**src/rtl/ahb_burst_addr_gen_if.sv**
```systemverilog
// rtl/ahb_burst_addr_gen_if.sv - request and AHB address-phase signal bundle for the burst address generator
interface ahb_burst_addr_gen_if #(
    parameter int ADDR_WIDTH = 32
);
    logic                  req_valid;
    logic                  req_ready;
    logic [ADDR_WIDTH-1:0] req_addr;
    logic [2:0]            req_burst;
    logic [2:0]            req_size;
    logic [7:0]            req_len;
    logic                  req_write;
    logic [ADDR_WIDTH-1:0] HADDR;
    logic [1:0]            HTRANS;
    logic [2:0]            HBURST;
    logic [2:0]            HSIZE;
    logic                  HWRITE;
    logic                  HREADY;
    logic                  HRESP;
    logic                  req_err;
    logic                  done;

    // Address generator side: accepts requests, drives the AHB address phase
    modport master (
        input  req_valid, req_addr, req_burst, req_size, req_len, req_write,
        input  HREADY, HRESP,
        output req_ready, HADDR, HTRANS, HBURST, HSIZE, HWRITE, req_err, done
    );

    // Requester / slave side: issues requests, returns HREADY/HRESP
    modport slave (
        output req_valid, req_addr, req_burst, req_size, req_len, req_write,
        output HREADY, HRESP,
        input  req_ready, HADDR, HTRANS, HBURST, HSIZE, HWRITE, req_err, done
    );
endinterface

```
**src/rtl/ahb_burst_addr_gen.sv**
```systemverilog
// rtl/ahb_burst_addr_gen.sv - AHB master address-phase sequencer for all eight burst types
module ahb_burst_addr_gen #(
    parameter int ADDR_WIDTH   = 32,
    parameter int DATA_WIDTH   = 32,
    parameter int INCR_MAX_LEN = 16
) (
    input  logic HCLK,
    input  logic HRESETn,
    ahb_burst_addr_gen_if.master bus
);

    localparam int MAX_SIZE = $clog2(DATA_WIDTH / 8);
    // Boundary check runs wider than HADDR so a carry out of the top never hides a crossing
    localparam int EXT_W    = ADDR_WIDTH + 16;

    localparam logic [2:0] BURST_SINGLE = 3'd0;
    localparam logic [2:0] BURST_INCR   = 3'd1;
    localparam logic [2:0] BURST_WRAP4  = 3'd2;
    localparam logic [2:0] BURST_INCR4  = 3'd3;
    localparam logic [2:0] BURST_WRAP8  = 3'd4;
    localparam logic [2:0] BURST_INCR8  = 3'd5;
    localparam logic [2:0] BURST_WRAP16 = 3'd6;
    localparam logic [2:0] BURST_INCR16 = 3'd7;

    localparam logic [1:0] TRANS_IDLE   = 2'd0;
    localparam logic [1:0] TRANS_NONSEQ = 2'd2;
    localparam logic [1:0] TRANS_SEQ    = 2'd3;

    typedef enum logic [1:0] {
        S_IDLE,
        S_ADDR,
        S_LAST,
        S_ERR
    } state_t;

    state_t                r_state;
    state_t                w_state_nxt;

    logic [ADDR_WIDTH-1:0] r_haddr;
    logic [2:0]            r_hburst;
    logic [2:0]            r_hsize;
    logic                  r_hwrite;
    logic [7:0]            r_beat;
    logic [7:0]            r_last_beat;
    logic [ADDR_WIDTH-1:0] r_bytes;
    logic [ADDR_WIDTH-1:0] r_mask;
    logic                  r_done;
    logic                  r_req_err;

    logic                  w_req_ready;
    logic                  w_accept;
    logic                  w_is_wrap;
    logic [7:0]            w_len;
    logic [15:0]           w_span;
    logic [ADDR_WIDTH-1:0] w_bytes;
    logic [ADDR_WIDTH-1:0] w_mask;
    logic [EXT_W-1:0]      w_addr_ext;
    logic [EXT_W-1:0]      w_end_ext;
    logic                  w_size_bad;
    logic                  w_misaligned;
    logic                  w_len_bad;
    logic                  w_cross;
    logic                  w_wrap_big;
    logic                  w_req_ok;
    logic [ADDR_WIDTH-1:0] w_addr_inc;
    logic [ADDR_WIDTH-1:0] w_addr_nxt;
    logic [1:0]            w_htrans;
    logic                  w_load;
    logic                  w_advance;
    logic                  w_done_nxt;
    logic                  w_err_nxt;

    assign w_req_ready = (r_state == S_IDLE) && HRESETn;
    assign w_accept    = bus.req_valid && w_req_ready;

    // Decode the incoming request: beat count, byte span and wrap/increment kind
    always_comb begin
        w_is_wrap = 1'b0;
        w_len     = 8'd1;
        case (bus.req_burst)
            BURST_SINGLE: w_len = 8'd1;
            BURST_INCR:   w_len = bus.req_len;
            BURST_WRAP4:  begin w_len = 8'd4;  w_is_wrap = 1'b1; end
            BURST_INCR4:  w_len = 8'd4;
            BURST_WRAP8:  begin w_len = 8'd8;  w_is_wrap = 1'b1; end
            BURST_INCR8:  w_len = 8'd8;
            BURST_WRAP16: begin w_len = 8'd16; w_is_wrap = 1'b1; end
            BURST_INCR16: w_len = 8'd16;
            default:      w_len = 8'd1;
        endcase
    end

    assign w_span     = {8'd0, w_len} << bus.req_size;
    assign w_bytes    = {{(ADDR_WIDTH-1){1'b0}}, 1'b1} << bus.req_size;
    // Incrementing bursts use an all-ones mask so the wrap formula degenerates to addr+B
    assign w_mask     = w_is_wrap ? ADDR_WIDTH'(w_span - 16'd1) : {ADDR_WIDTH{1'b1}};
    assign w_addr_ext = {16'd0, bus.req_addr};
    assign w_end_ext  = w_addr_ext + {{ADDR_WIDTH{1'b0}}, w_span} - {{(EXT_W-1){1'b0}}, 1'b1};

    assign w_size_bad   = bus.req_size > 3'(MAX_SIZE);
    assign w_misaligned = |(bus.req_addr & (w_bytes - {{(ADDR_WIDTH-1){1'b0}}, 1'b1}));
    assign w_len_bad    = (bus.req_burst == BURST_INCR) &&
                          ((bus.req_len == 8'd0) || (bus.req_len > 8'(INCR_MAX_LEN)));
    assign w_cross      = !w_is_wrap && ((w_end_ext >> 10) != (w_addr_ext >> 10));
    assign w_wrap_big   = w_is_wrap && (w_span > 16'd1024);
    assign w_req_ok     = !(w_size_bad || w_misaligned || w_len_bad || w_cross || w_wrap_big);

    // Next beat address: only the bits under the mask move, the rest stay at the wrap base
    assign w_addr_inc = r_haddr + r_bytes;
    assign w_addr_nxt = (r_haddr & ~r_mask) | (w_addr_inc & r_mask);

    // Next-state and pulse decode; error responses take priority over beat progress
    always_comb begin
        w_state_nxt = r_state;
        w_load      = 1'b0;
        w_advance   = 1'b0;
        w_done_nxt  = 1'b0;
        w_err_nxt   = 1'b0;
        w_htrans    = TRANS_IDLE;
        case (r_state)
            S_IDLE: begin
                if (w_accept) begin
                    if (w_req_ok) begin
                        w_state_nxt = S_ADDR;
                        w_load      = 1'b1;
                    end else begin
                        w_err_nxt   = 1'b1;
                    end
                end
            end
            S_ADDR: begin
                w_htrans = (r_beat == 8'd0) ? TRANS_NONSEQ : TRANS_SEQ;
                if (bus.HRESP) begin
                    if (bus.HREADY) begin
                        w_state_nxt = S_IDLE;
                        w_err_nxt   = 1'b1;
                    end else begin
                        w_state_nxt = S_ERR;
                    end
                end else if (bus.HREADY) begin
                    if (r_beat == r_last_beat) begin
                        w_state_nxt = S_LAST;
                    end else begin
                        w_advance   = 1'b1;
                    end
                end
            end
            S_LAST: begin
                if (bus.HRESP) begin
                    if (bus.HREADY) begin
                        w_state_nxt = S_IDLE;
                        w_err_nxt   = 1'b1;
                    end else begin
                        w_state_nxt = S_ERR;
                    end
                end else if (bus.HREADY) begin
                    w_state_nxt = S_IDLE;
                    w_done_nxt  = 1'b1;
                end
            end
            S_ERR: begin
                if (bus.HREADY) begin
                    w_state_nxt = S_IDLE;
                    w_err_nxt   = 1'b1;
                end
            end
            default: w_state_nxt = S_IDLE;
        endcase
    end

    // State register and the one-cycle done/req_err pulses
    always_ff @(posedge HCLK) begin
        if (!HRESETn) begin
            r_state   <= S_IDLE;
            r_done    <= 1'b0;
            r_req_err <= 1'b0;
        end else begin
            r_state   <= w_state_nxt;
            r_done    <= w_done_nxt;
            r_req_err <= w_err_nxt;
        end
    end

    // Burst context: captured on accept, address and beat stepped on each completed beat
    always_ff @(posedge HCLK) begin
        if (!HRESETn) begin
            r_haddr     <= '0;
            r_hburst    <= 3'd0;
            r_hsize     <= 3'd0;
            r_hwrite    <= 1'b0;
            r_beat      <= 8'd0;
            r_last_beat <= 8'd0;
            r_bytes     <= '0;
            r_mask      <= '0;
        end else if (w_load) begin
            r_haddr     <= bus.req_addr;
            r_hburst    <= bus.req_burst;
            r_hsize     <= bus.req_size;
            r_hwrite    <= bus.req_write;
            r_beat      <= 8'd0;
            r_last_beat <= w_len - 8'd1;
            r_bytes     <= w_bytes;
            r_mask      <= w_mask;
        end else if (w_advance) begin
            r_haddr     <= w_addr_nxt;
            r_beat      <= r_beat + 8'd1;
        end
    end

    assign bus.req_ready = w_req_ready;
    assign bus.HADDR     = r_haddr;
    assign bus.HTRANS    = w_htrans;
    assign bus.HBURST    = r_hburst;
    assign bus.HSIZE     = r_hsize;
    assign bus.HWRITE    = r_hwrite;
    assign bus.req_err   = r_req_err;
    assign bus.done      = r_done;

endmodule

```
**src/flat_wrapper.sv**
```systemverilog
// flat-port wrapper written by rule: the top's interface ports become plain ports
module ahb_burst_addr_gen_flat 
#(
    parameter int ADDR_WIDTH   = 32,
    parameter int DATA_WIDTH   = 32,
    parameter int INCR_MAX_LEN = 16
)
  (HCLK, HRESETn, bus_req_valid, bus_req_addr, bus_req_burst, bus_req_size, bus_req_len, bus_req_write, bus_HREADY, bus_HRESP, bus_req_ready, bus_HADDR, bus_HTRANS, bus_HBURST, bus_HSIZE, bus_HWRITE, bus_req_err, bus_done);
  ahb_burst_addr_gen_if #(.ADDR_WIDTH(ADDR_WIDTH)) bus_i ();
  input  logic HCLK;
  input  logic HRESETn;
  input wire logic [$bits(bus_i.req_valid)-1:0] bus_req_valid;
  input wire logic [$bits(bus_i.req_addr)-1:0] bus_req_addr;
  input wire logic [$bits(bus_i.req_burst)-1:0] bus_req_burst;
  input wire logic [$bits(bus_i.req_size)-1:0] bus_req_size;
  input wire logic [$bits(bus_i.req_len)-1:0] bus_req_len;
  input wire logic [$bits(bus_i.req_write)-1:0] bus_req_write;
  input wire logic [$bits(bus_i.HREADY)-1:0] bus_HREADY;
  input wire logic [$bits(bus_i.HRESP)-1:0] bus_HRESP;
  output wire logic [$bits(bus_i.req_ready)-1:0] bus_req_ready;
  output wire logic [$bits(bus_i.HADDR)-1:0] bus_HADDR;
  output wire logic [$bits(bus_i.HTRANS)-1:0] bus_HTRANS;
  output wire logic [$bits(bus_i.HBURST)-1:0] bus_HBURST;
  output wire logic [$bits(bus_i.HSIZE)-1:0] bus_HSIZE;
  output wire logic [$bits(bus_i.HWRITE)-1:0] bus_HWRITE;
  output wire logic [$bits(bus_i.req_err)-1:0] bus_req_err;
  output wire logic [$bits(bus_i.done)-1:0] bus_done;
  assign bus_i.req_valid = bus_req_valid;
  assign bus_i.req_addr = bus_req_addr;
  assign bus_i.req_burst = bus_req_burst;
  assign bus_i.req_size = bus_req_size;
  assign bus_i.req_len = bus_req_len;
  assign bus_i.req_write = bus_req_write;
  assign bus_i.HREADY = bus_HREADY;
  assign bus_i.HRESP = bus_HRESP;
  assign bus_req_ready = bus_i.req_ready;
  assign bus_HADDR = bus_i.HADDR;
  assign bus_HTRANS = bus_i.HTRANS;
  assign bus_HBURST = bus_i.HBURST;
  assign bus_HSIZE = bus_i.HSIZE;
  assign bus_HWRITE = bus_i.HWRITE;
  assign bus_req_err = bus_i.req_err;
  assign bus_done = bus_i.done;
  ahb_burst_addr_gen #(.ADDR_WIDTH(ADDR_WIDTH), .DATA_WIDTH(DATA_WIDTH), .INCR_MAX_LEN(INCR_MAX_LEN)) u_core (.HCLK(HCLK), .HRESETn(HRESETn), .bus(bus_i));
endmodule
```
**config.mk**
```make
export PLATFORM = sky130hd
export DESIGN_NAME = ahb_burst_addr_gen_flat
export DESIGN_NICKNAME = d
export VERILOG_FILES = /design/src/rtl/ahb_burst_addr_gen_if.sv /design/src/rtl/ahb_burst_addr_gen.sv /design/src/flat_wrapper.sv
export SDC_FILE = /design/constraint.sdc
export NUM_CORES = 1
export LEC_CHECK = 0
export CAP_MARGIN = 20
export CORE_UTILIZATION = 47
export DETAILED_ROUTE_END_ITERATION = 8
export PLACE_DENSITY = 0.71
export SYNTH_ARGS = -nofsm -noshare
export SYNTH_HDL_FRONTEND = slang
export SYNTH_SLANG_ARGS = --single-unit
```
**constraint.sdc**
```tcl
create_clock -name HCLK -period 14.7 [get_ports HCLK]
set_input_delay 1.47 -clock HCLK [delete_from_list [all_inputs] [get_ports HCLK]]
set_output_delay 1.47 -clock HCLK [all_outputs]
set_load 0.02 [all_outputs]
```
==> run_results.csv, run 1 <==
group,metric,value,unit
min_path,hold_depth,2,
logic_synthesis,syn-num-nets,853,
critical_path,end_kind,"flip-flop",
power_and_ir_drop,pwr-share-comb,19.2,%
logic_synthesis,syn_inst,765,
sta,skew,10.40,ps
sta,setup_viol,0,
logic_synthesis,synth.distinct_cells,72,
layout,area_growth,22.72,%
layout,fin_util,59.13,%
cts,htreeDepth,3,
critical_path,r2r_cells,14,
cts,clock_tree.buffer_depth,2,
cts,cts_root_buffer,"clkbuf_16",
power_and_ir_drop,p_int,0.4129,mW
status,outcome,"finished clean",
cts,cts.clk_slew.worst_paths,60,ps
drt,routed_wirelength,17130,µm
sta,holdWs,449.5,ps
logic_synthesis,ys_warn_count,0,
logic_synthesis,synth-compound-area-share,21.85,%
critical_path,cp_max_fo,105,
sta,finalCriticalPeriod,7564,ps
sta,slew_violations,0,
grt,grt_antenna_before_repair,0,
drt,vias,5726,
min_path,hold_path.class,"flip-flop to flip-flop",
drt,first_pass_iters,5,
power_and_ir_drop,vdd_drop_max,0.00005722,V
cts,post-cts-setup-buffer-count,0,
cts,cts_resized,0,
placed_design,dp_hpwl,12830,µm
grt,grt_usage,26.31,%
run,max_cap_violations,0,
logic_synthesis,ys_seq_elements,84,
drt,drtAntennaViolNets,0,
logic_synthesis,synth_top_area_cell,"dfxtp_1",
power_and_ir_drop,leakage,3.125,nW
logic_synthesis,avgSynthCellArea,7.949,µm²
logic_synthesis,synthFlopType,"dfxtp_1",
logic_synthesis,synth.most_common_cell,"nor2_1",
logic_synthesis,synth-simple-area-share,22.59,%
sta,slew_headroom,45.65,%
min_path,hold_end,"u_core.r_mask[0]$_SDFFE_PN0P_",
critical_path,arrival,7830,ps
critical_path,worst-setup-path-type,"primary input to flip-flop",
placed_design,place.gp.congestion,0.9086,
die,rows,41,
power_and_ir_drop,powerDensity,76.51,mW/mm²
power_and_ir_drop,switching_share,27.68,%
logic_synthesis,synth_top_family_by_area,"simple AND/OR/NAND/NOR gates",
critical_path,start_kind,"primary input",
critical_path,r2r_setup_slack,11230,ps
logic_synthesis,async_reset_ff_share,0,%
die,num_io_pins,96,
sta,rsz0062_at_grt,"no",
die,die_y,115.7,µm
power_and_ir_drop,clkPwrFrac,40.7,%
layout,nets,927,
sta,tns,0,ps
logic_synthesis,netlist_area,0.006081,mm²
drt,dr.first_iter.drc_count,431,
layout,nFillCells,1189,
grt,grt-ovfl-total,0,
die,initial_core_util,48.19,%
layout,stdcell_area,0.007462,mm²
placed_design,port-buffer-count,95,
power_and_ir_drop,seqPwrFrac,40.1,%
cts,cts_buffers,9,
layout,diodes,0,
placed_design,place_area,0.007123,mm²
layout,drive_gt1_share,4.858,%
die,core_area,0.01262,mm²
sta,max_freq,132.2,MHz
logic_synthesis,synth_edf_count,0,
cts,insertion_delay,340,ps
logic_synthesis,synth_top_area_share,27.65,%
critical_path,worst_ep_required_time,14970,ps
sta,hold_viol,0,
grt,grt_max_degree,114,
die,die-area,0.01340,mm²
logic_synthesis,synth_area_leaders,"dfxtp_1 (28%), ha_1 (7.0%), xnor2_1 (5.9%)",
logic_synthesis,synth_seq_area_share,27.65,%
sta,max_slew.worst_pin.slew,812.8,ps
die,die_w,115.7,µm
power_and_ir_drop,p_sw,0.1581,mW
min_path,hold_start,"u_core.r_mask[0]$_SDFFE_PN0P_",
cts,hold_buffers,0,
cts,clock_sinks,84,
grt,grt_pass1_vias,5528,
drt,route.detailed.drc,0,
sta,fin_crit_sh,51.45,%
drt,vias_per_cell,5.636,
logic_synthesis,synthTopCellsByCount,"nor2_1 (88), dfxtp_1 (84), nand2_1 (72)",
drt,avgRoutedWirePerCell,16.86,µm
logic_synthesis,synth_xor_area_share,9.650,%
logic_synthesis,synth_fa_ha_area_share,7.654,%
grt,grt_pass1_wl,27660,µm
logic_synthesis,synthMuxAreaShare,5.473,%
cts,cts_tree,"yes",
[power groups by stage]
| stage | Clock (mW) | Combinational (mW) | Sequential, mW |
|---|---|---|---|
| floorplan | 0 | 0.0684 | 0.235 |
| global placement | 0 | 0.107 | 0.234 |
| detailed placement | 0 | 0.107 | 0.234 |
| CTS | 0.236 | 0.108 | 0.229 |
| global route | 0.246 | 0.119 | 0.229 |
| finish | 0.232 | 0.109 | 0.229 |
[cell families after synthesis]
group | after synthesis
AO/OA/AOI/OAI | 192
flip-flops | 84
AND/OR/NAND/NOR | 279
XOR/XNOR | 67
buffers and inverters | 74
adder cells (fa/ha/maj) | 36
multiplexers | 33
[metal layers]
| layer | GRT usage (%) | routed length [µm] |
|---|---|---|
| met2 | 41.64 | 7699 |
| met5 | 0 | 0 |
| met3 | 4.603 | 939 |
| met1 | 35.91 | 8126 |
| met4 | 9.658 | 361 |
[cell type report]
cell class / count / area [µm²] / share of cell area (%)
multi-input combinational: 607 / 4106 / 55.03
sequential: 84 / 1682 / 22.54
timing repair buffer: 100 / 1008 / 13.51
clock buffer: 10 / 239.0 / 3.203
tap: 172 / 215.2 / 2.884
inverter: 37 / 138.9 / 1.861
clock inverter: 6 / 72.57 / 0.9725
[worst max path at each step]
stage                               start                           endpoint  slack, ps  depth (start not counted)
after floorplan           bus_req_size[1]  u_core.bus.HBURST[0]$_SDFFE_PN0P_       8760                         22
after global placement    bus_req_size[0]      u_core.r_beat[6]$_SDFFE_PP0P_       6830                         20
after detailed placement  bus_req_size[0]      u_core.r_beat[1]$_SDFFE_PP0P_       6500                         20
after CTS                 bus_req_size[0]      u_core.r_beat[1]$_SDFFE_PP0P_       6840                         20
after global routing      bus_req_size[0]      u_core.r_beat[1]$_SDFFE_PP0P_       6790                         21
final                     bus_req_size[0]      u_core.r_beat[1]$_SDFFE_PP0P_       7140                         21
[cell usage in the layout, fill, tap and decap left out, types with 26 or more instances in the layout]
cell type and instances:
clkdlybuf4s50_1 95, nor2_1 88, dfxtp_1 84, nand2_1 72, a21oi_1 56, xnor2_1 41
inv_1 37, ha_1 34, mux2i_1 31, xor2_1 26
[metrics by stage]
stage / setup WS [ps] / power [mW] / cells
finish: 7136 / 0.5710 / 1016
global route: 6789 / 0.5940 / 1016
CTS: 6842 / 0.5732 / 1015
detailed placement: 6502 / 0.3412 / 999
global placement: 6834 / 0.3408 / 999
floorplan: 8761 / 0.3030 / 765
[critical path, cell delays in order]
cell and delay (ps):
clkdlybuf4s50_1 910, inv_1 350, o32ai_1 420, nor2_1 120
a211oi_1 260, o21bai_1 220, ha_1 380, a21oi_1 280
a2bb2oi_1 230, o2111ai_1 150, nor4_1 310, nand4_1 250
nor4_2 530, nor4b_1 120, o21bai_1 190, o311a_1 400
nand3_4 170, buf_4 230, buf_16 330, nand2_1 250
nor2_1 180
Power figures use the tool's default switching activity.
==> inputs of run 2 (changes only) <==
Settings changed: PLACE_DENSITY 0.71 to 0.74.
Clock period 14.7 ns to 6.9 ns, I/O delays scaled along.
==> run 2 against run 1 <==
Compared with the run above:
- final area is 0.37% higher
- clock skew is 1.9 ps higher
- largest power group unchanged
- via count is 2.6% higher
==> run_results.csv, run 2 (synthesized netlist as in run 1, its figures left out) <==
group,metric,value,unit
status,outcome,"finished clean",
critical_path,r2r_setup_slack,3400,ps
grt,grt_usage,26.34,%
layout,diodes,0,
cts,hold_buffers,0,
sta,slew_headroom,50.96,%
critical_path,worst-setup-path-type,"primary input to flip-flop",
cts,cts_buffers,9,
drt,drtAntennaViolNets,0,
power_and_ir_drop,pwr-share-comb,19.2,%
grt,grt_max_degree,69,
die,die-area,0.01340,mm²
power_and_ir_drop,clkPwrFrac,40.7,%
critical_path,crit_cells,20,
grt,grt-ovfl-total,0,
sta,slew_violations,0,
die,num_io_pins,96,
placed_design,dp_hpwl,12940,µm
die,core_area,0.01262,mm²
grt,grt_pass1_vias,5605,
power_and_ir_drop,seqPwrFrac,40.0,%
power_and_ir_drop,p_sw,0.3386,mW
power_and_ir_drop,switching_share,27.78,%
sta,skew,12.34,ps
layout,final_cell_mix,"clkdlybuf4s50_1 (95), nor2_1 (88), dfxtp_1 (84)",
layout,drive_gt1_share,5.418,%
drt,vias_per_cell,5.754,
critical_path,critPathTopFamily,"compound AO/OA/AOI/OAI gates",
drt,vias,5875,
critical_path,r2r_cells,14,
sta,hold_viol,0,
sta,max_freq,162.2,MHz
cts,cts_root_buffer,"clkbuf_16",
cts,cts.clk_slew.worst_paths,60,ps
layout,area_growth,23.17,%
power_and_ir_drop,powerDensity,162.7,mW/mm²
critical_path,path_buf_inv,3,
critical_path,worst_ep_required_time,7130,ps
drt,routed_wirelength,17310,µm
sta,finalCriticalPeriod,6165,ps
die,die_y,115.7,µm
grt,grt_antenna_before_repair,0,
power_and_ir_drop,p_int,0.8802,mW
cts,cts_tree,"yes",
critical_path,crit_slowest_cell,"clkdlybuf4s50_1",
layout,fin_util,59.35,%
critical_path,end_kind,"flip-flop",
die,initial_core_util,48.19,%
critical_path,crit_path_max_incr_delay,650,ps
cts,post-cts-setup-buffer-count,0,
drt,route.detailed.drc,0,
sta,tns,0,ps
critical_path,arrival,6400,ps
power_and_ir_drop,vdd_drop_max,0.0001429,V
placed_design,place.gp.congestion,0.9280,
die,rows,41,
cts,clock_sinks,84,
drt,first_pass_iters,5,
placed_design,port-buffer-count,95,
drt,dr.first_iter.drc_count,468,
sta,max_slew.worst_pin.slew,717.1,ps
sta,setup_viol,0,
cts,insertion_delay,350,ps
critical_path,crit_path_start,"bus_req_size[0]",
die,die_w,115.7,µm
sta,fin_crit_sh,89.35,%
grt,grt_pass1_wl,27780,µm
layout,nets,932,
min_path,hold_path.class,"flip-flop to flip-flop",
power_and_ir_drop,leakage,3.138,nW
cts,cts_resized,0,
drt,avgRoutedWirePerCell,16.95,µm
cts,htreeDepth,3,
run,max_cap_violations,0,
critical_path,crit_chain,"clkdlybuf4s50_1 > inv_1 > o32ai_1 > nor2_1 > a211oi_1 > o21bai_1 > ha_1 > a21oi_1 > a2bb2oi_1 > o2111ai_1 > nor4_1 > nand4_1 > nor4_2 > nor4b_1 > o21bai_1 > o311a_1 > nand3_4 > buf_12 > nor2_1 > a211oi_1",
critical_path,start_kind,"primary input",
cts,clock_tree.buffer_depth,2,
sta,rsz0062_at_grt,"no",
layout,mostFrequentLayoutCell,"clkdlybuf4s50_1",
critical_path,cp_max_fo,68,
-- run 2: cell count changes in the layout (fill, tap and decap cells not counted) --
cell / before / now
buf_4: 4 / 9
clkinv_4: 3 / 0
clkinvlp_4: 1 / 3
buf_12: 0 / 1
buf_16: 1 / 0
inv_6: 1 / 2
-- run 2: routing by layer --
layer | wire, µm | up-vias | track usage [%]
met5 | 0 | - | 0
met4 | 458 | 0 | 9.658
met3 | 1198 | 33 | 5.387
met2 | 7848 | 227 | 42.95
met1 | 7802 | 2739 | 34.43
li1 | - | 2876 | -
-- run 2: worst min path at each step --
| stage | startpoint | to | slack [ps] | cells after the start |
|---|---|---|---|---|
| after CTS | u_core.r_mask[10]$_SDFFE_PN0P_ | u_core.r_mask[10]$_SDFFE_PN0P_ | 450 | 2 |
| final | u_core.r_mask[30]$_SDFFE_PN0P_ | u_core.r_mask[30]$_SDFFE_PN0P_ | 450 | 2 |
| after floorplan | u_core.r_mask[30]$_SDFFE_PN0P_ | u_core.r_mask[30]$_SDFFE_PN0P_ | 430 | 2 |
| after global routing | u_core.r_mask[10]$_SDFFE_PN0P_ | u_core.r_mask[10]$_SDFFE_PN0P_ | 470 | 2 |
| after global placement | u_core.r_mask[30]$_SDFFE_PN0P_ | u_core.r_mask[30]$_SDFFE_PN0P_ | 430 | 2 |
| after detailed placement | u_core.r_mask[10]$_SDFFE_PN0P_ | u_core.r_mask[10]$_SDFFE_PN0P_ | 440 | 2 |
-- run 2: power by group through the flow --
stage	Combinational, mW	Clock, mW	Sequential (mW)
after detailed placement	0.229	0	0.499
after global routing	0.253	0.529	0.488
after CTS	0.230	0.505	0.488
after global placement	0.226	0	0.499
after floorplan	0.146	0	0.500
final	0.234	0.497	0.488
-- run 2: stage by stage --
step | setup slack (ps) | hold WS (ps) | total power [mW] | cell area (µm²) | std cells
after floorplan | 1741 | 425.3 | 0.6454 | 6081 | 765
after detailed placement | 556.1 | 440.5 | 0.7274 | 7181 | 1005
after global placement | 725.8 | 434.0 | 0.7247 | 7181 | 1005
after CTS | 843.1 | 449.9 | 1.223 | 7490 | 1021
final | 735.1 | 448.9 | 1.219 | 7490 | 1021
after global routing | 393.6 | 468.3 | 1.270 | 7490 | 1021
-- run 2: cell type report --
type / instances / area (µm²)
sequential: 84 / 1682
multi-input combinational: 607 / 4106
tap: 172 / 215.2
timing repair buffer: 105 / 1039
fill: 1136 / 5130
inverter: 37 / 138.9
clock inverter: 6 / 70.07
clock buffer: 10 / 239.0
-- run 2: worst min-delay path, delay by kind of cell, from the launching register on --
kind	cells	cell delay (ps)
compound gates	1	50
buf+inv	1	50
flops	1	290
==> inputs of run 3 (changes only) <==
--- a/constraint.sdc
+++ b/constraint.sdc
@@ -3,2 +3,2 @@
 set_output_delay 0.69 -clock HCLK [all_outputs]
-set_load 0.02 [all_outputs]
+set_load 0.01 [all_outputs]
==> results of run 3 <==
The final DEF is identical to that of run 2. Status: finished clean.
Main changes from that run: total power 1.219 mW -> 1.217 mW
